`config.mk`:
```
export PLATFORM = sky130hd
export DESIGN_NAME = geri_yaz
export DESIGN_NICKNAME = d
export VERILOG_FILES = /design/src/rtl/geri_yaz.sv
export SDC_FILE = /design/constraint.sdc
export NUM_CORES = 1
export LEC_CHECK = 0
export CAP_MARGIN = 20
export CORE_ASPECT_RATIO = 0.7
export CORE_MARGIN = 8
export CORE_UTILIZATION = 51
export CTS_BUF_LIST = sky130_fd_sc_hd__clkbuf_8
export CTS_CLUSTER_DIAMETER = 80
export DETAILED_ROUTE_END_ITERATION = 16
export GPL_TIMING_DRIVEN = 0
export PLACE_DENSITY = 0.84
export SLEW_MARGIN = 20
export SYNTH_ARGS = -nofsm -noshare
export SYNTH_HDL_FRONTEND = slang
export SYNTH_SLANG_ARGS = --single-unit
```
`constraint.sdc`:
```
create_clock -name clk_i -period 5.5 [get_ports clk_i]
set_clock_uncertainty 0.05 [all_clocks]
set_input_delay 0.825 -clock clk_i [delete_from_list [all_inputs] [get_ports clk_i]]
set_output_delay 0.825 -clock clk_i [all_outputs]
set_load 0.03 [all_outputs]
```
`src/rtl/geri_yaz.sv`:
```
// rtl/geri_yaz.sv - writeback stage driving the register file write port
// Aligns/extends load data, forwards the write, stalls on pending loads, counts retirements.
module geri_yaz #(
  parameter int SAYAC_GENISLIK = 64,
  parameter int ZAMAN_ASIMI    = 255
) (
  input  logic                      clk_i,
  input  logic                      rst_ni,
  input  logic                      gy_gecerli_i,
  output logic                      gy_hazir_o,
  input  logic [4:0]                gy_hy_i,
  input  logic [31:0]               gy_sonuc_i,
  input  logic                      gy_yaz_i,
  input  logic                      gy_yukle_i,
  input  logic [2:0]                gy_yukle_tur_i,
  input  logic [1:0]                gy_adr_lsb_i,
  input  logic                      bel_gecerli_i,
  input  logic [31:0]               bel_veri_i,
  input  logic                      bel_hata_i,
  output logic [4:0]                yaz_adr_o,
  output logic [31:0]               yaz_deger_o,
  output logic                      yaz_o,
  output logic                      yonlendir_gecerli_o,
  output logic [4:0]                yonlendir_adr_o,
  output logic [31:0]               yonlendir_deger_o,
  output logic                      durdur_o,
  output logic                      hata_o,
  output logic [SAYAC_GENISLIK-1:0] emekli_o
);

  localparam int TW = (ZAMAN_ASIMI > 1) ? $clog2(ZAMAN_ASIMI + 1) : 1;

  typedef enum logic {BOS, YUKLE_BEKLE} durum_t;

  durum_t        durum_q;
  logic [4:0]    hy_q;
  logic [2:0]    tur_q;
  logic [1:0]    lsb_q;
  logic [TW-1:0] zaman_q;
  logic [TW:0]   zaman_sonraki;
  logic          kabul;

  assign kabul         = gy_gecerli_i & gy_hazir_o;
  assign zaman_sonraki = {1'b0, zaman_q} + 1'b1;

  assign yonlendir_gecerli_o = yaz_o & (yaz_adr_o != 5'd0);
  assign yonlendir_adr_o     = yaz_adr_o;
  assign yonlendir_deger_o   = yaz_deger_o;

  function automatic logic [31:0] cikar(input logic [2:0] tur, input logic [1:0] lsb,
                                        input logic [31:0] w);
    logic [31:0] s;
    logic [7:0]  b;
    logic [15:0] h;
    s = w >> {lsb, 3'b000};
    b = s[7:0];
    h = lsb[1] ? w[31:16] : w[15:0];
    case (tur)
      3'b000:  cikar = {{24{b[7]}}, b};
      3'b001:  cikar = {{16{h[15]}}, h};
      3'b100:  cikar = {24'd0, b};
      3'b101:  cikar = {16'd0, h};
      default: cikar = w;
    endcase
  endfunction

  // Misaligned halfword/word accesses and the unused funct3 codes are rejected at accept.
  function automatic logic hatali(input logic [2:0] tur, input logic [1:0] lsb);
    case (tur)
      3'b000, 3'b100: hatali = 1'b0;
      3'b001, 3'b101: hatali = lsb[0];
      3'b010:         hatali = (lsb != 2'd0);
      default:        hatali = 1'b1;
    endcase
  endfunction

  always_ff @(posedge clk_i or negedge rst_ni) begin
    if (!rst_ni) begin
      durum_q     <= BOS;
      hy_q        <= '0;
      tur_q       <= '0;
      lsb_q       <= '0;
      zaman_q     <= '0;
      gy_hazir_o  <= 1'b0;
      durdur_o    <= 1'b0;
      yaz_o       <= 1'b0;
      yaz_adr_o   <= '0;
      yaz_deger_o <= '0;
      hata_o      <= 1'b0;
      emekli_o    <= '0;
    end else begin
      yaz_o  <= 1'b0;
      hata_o <= 1'b0;
      case (durum_q)
        BOS: begin
          gy_hazir_o <= 1'b1;
          durdur_o   <= 1'b0;
          if (kabul) begin
            if (gy_yukle_i) begin
              hy_q    <= gy_hy_i;
              tur_q   <= gy_yukle_tur_i;
              lsb_q   <= gy_adr_lsb_i;
              zaman_q <= '0;
              if (hatali(gy_yukle_tur_i, gy_adr_lsb_i)) begin
                hata_o <= 1'b1;
              end else begin
                durum_q    <= YUKLE_BEKLE;
                gy_hazir_o <= 1'b0;
                durdur_o   <= 1'b1;
              end
            end else begin
              yaz_o       <= gy_yaz_i & (gy_hy_i != 5'd0);
              yaz_adr_o   <= gy_hy_i;
              yaz_deger_o <= gy_sonuc_i;
              emekli_o    <= emekli_o + 1'b1;
            end
          end
        end
        YUKLE_BEKLE: begin
          zaman_q <= zaman_sonraki[TW-1:0];
          // A response landing on the timeout edge still completes the load.
          if (bel_gecerli_i) begin
            durum_q    <= BOS;
            gy_hazir_o <= 1'b1;
            durdur_o   <= 1'b0;
            if (bel_hata_i) begin
              hata_o <= 1'b1;
            end else begin
              yaz_o       <= (hy_q != 5'd0);
              yaz_adr_o   <= hy_q;
              yaz_deger_o <= cikar(tur_q, lsb_q, bel_veri_i);
              emekli_o    <= emekli_o + 1'b1;
            end
          end else if ((ZAMAN_ASIMI != 0) && (zaman_sonraki == (TW+1)'(ZAMAN_ASIMI))) begin
            durum_q    <= BOS;
            gy_hazir_o <= 1'b1;
            durdur_o   <= 1'b0;
            hata_o     <= 1'b1;
          end
        end
        default: durum_q <= BOS;
      endcase
    end
  end

endmodule
```
==> flow_summary.yaml <==
floorplan:
  rows: 35
  start_util_pct: 51.5
  die_area_mm2: 0.0171
  num_io_pins: 224
  die_h_um: 112
  die_x_um: 153
  core_mm2: 0.0130
final_layout:
  diodes: 0
  layout-drive-gt1-share_pct: 11.5
  design_area_mm2: 0.00960
  nets: 1010
  syn2layout_area_growth_pct: 43.4
worst_setup_path:
  crit_arrival_ns: 2.19
  r2r-start: "lsb_q[1]"
  cp-start-kind: "flop"
  cp.required_ns: 4.62
  path_max_fanout: 4
  critPathKind: "flop to output port"
  end_kind: "output port"
  rrSetupSlack_ns: 2.94
  r2r-end: "yaz_deger_o[18]"
  rr_worst_depth: 5
  critPathLaunch: "yaz_adr_o[0]"
sta:
  max-slew-margin-rel_pct: 35.2
  tightest_slew_ns: 0.964
  fin_hold_ws_ns: 0.250
  setup-tns-final_ns: 0
  min_period_over_period_pct: 55.7
  hold_viol: 0
  fmax_mhz: 326
  final_max_slew_viol_count: 0
  rsz0062_at_grt: "false"
  setup_violations: 0
  post-route-min-period_ns: 3.06
global_route:
  first_global_vias: 6100
  grt_pass1_wl_mm: 35.2
  grt_util_met1_pct: 36.8
  grt-ovfl-total: 0
  grt_use_met3_pct: 6.46
  antenna_found_initial: 0
  top_usage_layer: "met2"
  grtUsageTotal_pct: 26.1
  grt_max_degree: 78
  use_met2_pct: 39.1
logic_synthesis:
  syn-cell-area_mm2: 0.00670
  synth.distinct_cells: 57
  async_flop_share_pct: 100
  synth.avg_cell_area_um2: 9.81
  synth_area_leaders: "dfrtp_1, xor2_1, buf_4, nor2_1, a21oi_1"
  synth_ff_type: "dfrtp_1"
  ys_seq_area_share_pct: 46.3
  netlist.area_leader.share_pct: 46.3
  ys_top_cells_by_count: "dfrtp_1, nor2_1, a21oi_1"
  synth_nets: 767
  yosys.area.top_type: "dfrtp_1"
  synth_most_common_cell: "dfrtp_1"
  yosysWarnings: 0
  syn_inst: 683
  synth_edf_count: 0
  ys_ff_latch: 124
hold_path:
  hp-class: "input pin to asynchronous set/reset pin"
power_and_ir_drop:
  power_uw: 3260
  peakVddDrop_mv: 0.280
  cellLeakagePower_uw: 0.00419
  powerDensity_mw_per_mm2: 340
clock_tree:
  cts_made_buffers: 17
  root_buffer: "clkbuf_8"
  ctsResizeCount: 0
  cts_buffer_depth: 2
  clk_latency_ns: 0.44
  cts_tree: "done"
  postCtsSetupBuffers: 0
  postCtsHoldBufs: 0
  h-tree-depth: 4
  clock_sinks: 124
  clk_pin_slew_ns: 0.08
placement:
  postPlaceCellArea_mm2: 0.00917
  gp_congestion: 0.956
  portBuffers: 223
  hpwl_mm: 17.4
route:
  vias_per_cell: 5.75
  wirelength_mm: 22.4
  vias: 6358
  dr.pass1.iters: 5
  final_antenna_net_count: 0
  routedWlPerCell_um: 20.3
  drt-initial-drc-count: 634
  drc: 0
run:
  max-cap-violations: 0
status:
  outcome: "complete, no violations"
[layout by cell type, fill, tap and decap left out, types with 5 or more instances in the layout]
cell	instances
clkdlybuf4s50_1	222
dfrtp_1	124
nor2_1	72
a21oi_1	49
nand2_1	44
xor2_1	44
buf_4	38
o21ai_0	31
nand3_1	26
a22oi_1	25
xnor2_1	24
clkbuf_1	22
inv_1	21
nand4_1	20
clkbuf_8	20
mux2i_1	14
nor3_1	13
a21o_1	10
mux2_2	10
nand3b_1	8
o221ai_1	8
nor4_2	8
nor3b_1	7
and3_1	6
nor4_1	5
[kinds of logic after synthesis]
| family | Yosys count | synth area share [%] |
|---|---|---|
| AND/OR/NAND/NOR | 239 | 20.1 |
| multiplexers | 26 | 4.45 |
| AO/OA/AOI/OAI | 135 | 12.5 |
| adder cells (fa/ha/maj) | 3 | 0.560 |
| buffers and inverters | 88 | 7.19 |
| flip-flops | 124 | 46.3 |
| XOR/XNOR | 68 | 8.89 |
[flip-flops by register name, summed over array words and instances (netlist names), 2 cells and up]
| register | flops |
|---|---|
| yaz_deger_o | 32 |
| tur_q | 3 |
| lsb_q | 2 |
| yaz_adr_o | 5 |
| hy_q | 5 |
| emekli_o | 64 |
| zaman_q | 8 |
[through the flow]
stage | cells | utilization, % | worst slack, ns
finish | 1105 | 73.8 | 2.44
CTS | 1105 | 73.8 | 2.42
floorplan | 683 | - | 3.23
global route | 1105 | 73.8 | 2.35
detailed placement | 1073 | 70.5 | 2.23
global placement | 1072 | 70.3 | -1.36
[how the worst max path moves through the flow]
stage | end | slack (ns) | cells after the start
5_1_grt | yonlendir_gecerli_o | 2.35 | 3
4_1_cts | yonlendir_gecerli_o | 2.42 | 3
6_report | yonlendir_gecerli_o | 2.44 | 3
2_1_floorplan | emekli_o[50] | 3.23 | 5
3_3_place_gp | emekli_o[60] | -1.36 | 1
3_5_place_dp | yaz_adr_o[1] | 2.23 | 6
[layout make-up]
| type | count | area, um^2 |
|---|---|---|
| inverters | 22 | 82.6 |
| repair buffers | 224 | 2260 |
| fillers | 947 | 3400 |
| well taps | 166 | 208 |
| clock inverters | 12 | 161 |
| clock buffers | 20 | 275 |
| plain buffers | 66 | 399 |
| flip-flops and latches | 124 | 3100 |
| multi-input cells | 471 | 3110 |
[routing by layer]
metal  vias up  wire [um]
met4         0        396
met5         -          0
met3        35       1770
met2       314      10000
met1      3140      10200
li1       2869          -
[report_power, final]
part	total (uW)	leakage [uW]	switching, uW	internal (uW)
clock network	886	0.000212	397	489
logic	1240	0.00241	692	548
registers	1140	0.00156	114	1020
[critical path, stage by stage (launching register included)]
cell and delay (ns):
dfrtp_1 0.45, or4_1 0.53, o21a_1 0.18, clkdlybuf4s50_1 0.59
(Power assumes the default switching activity.)
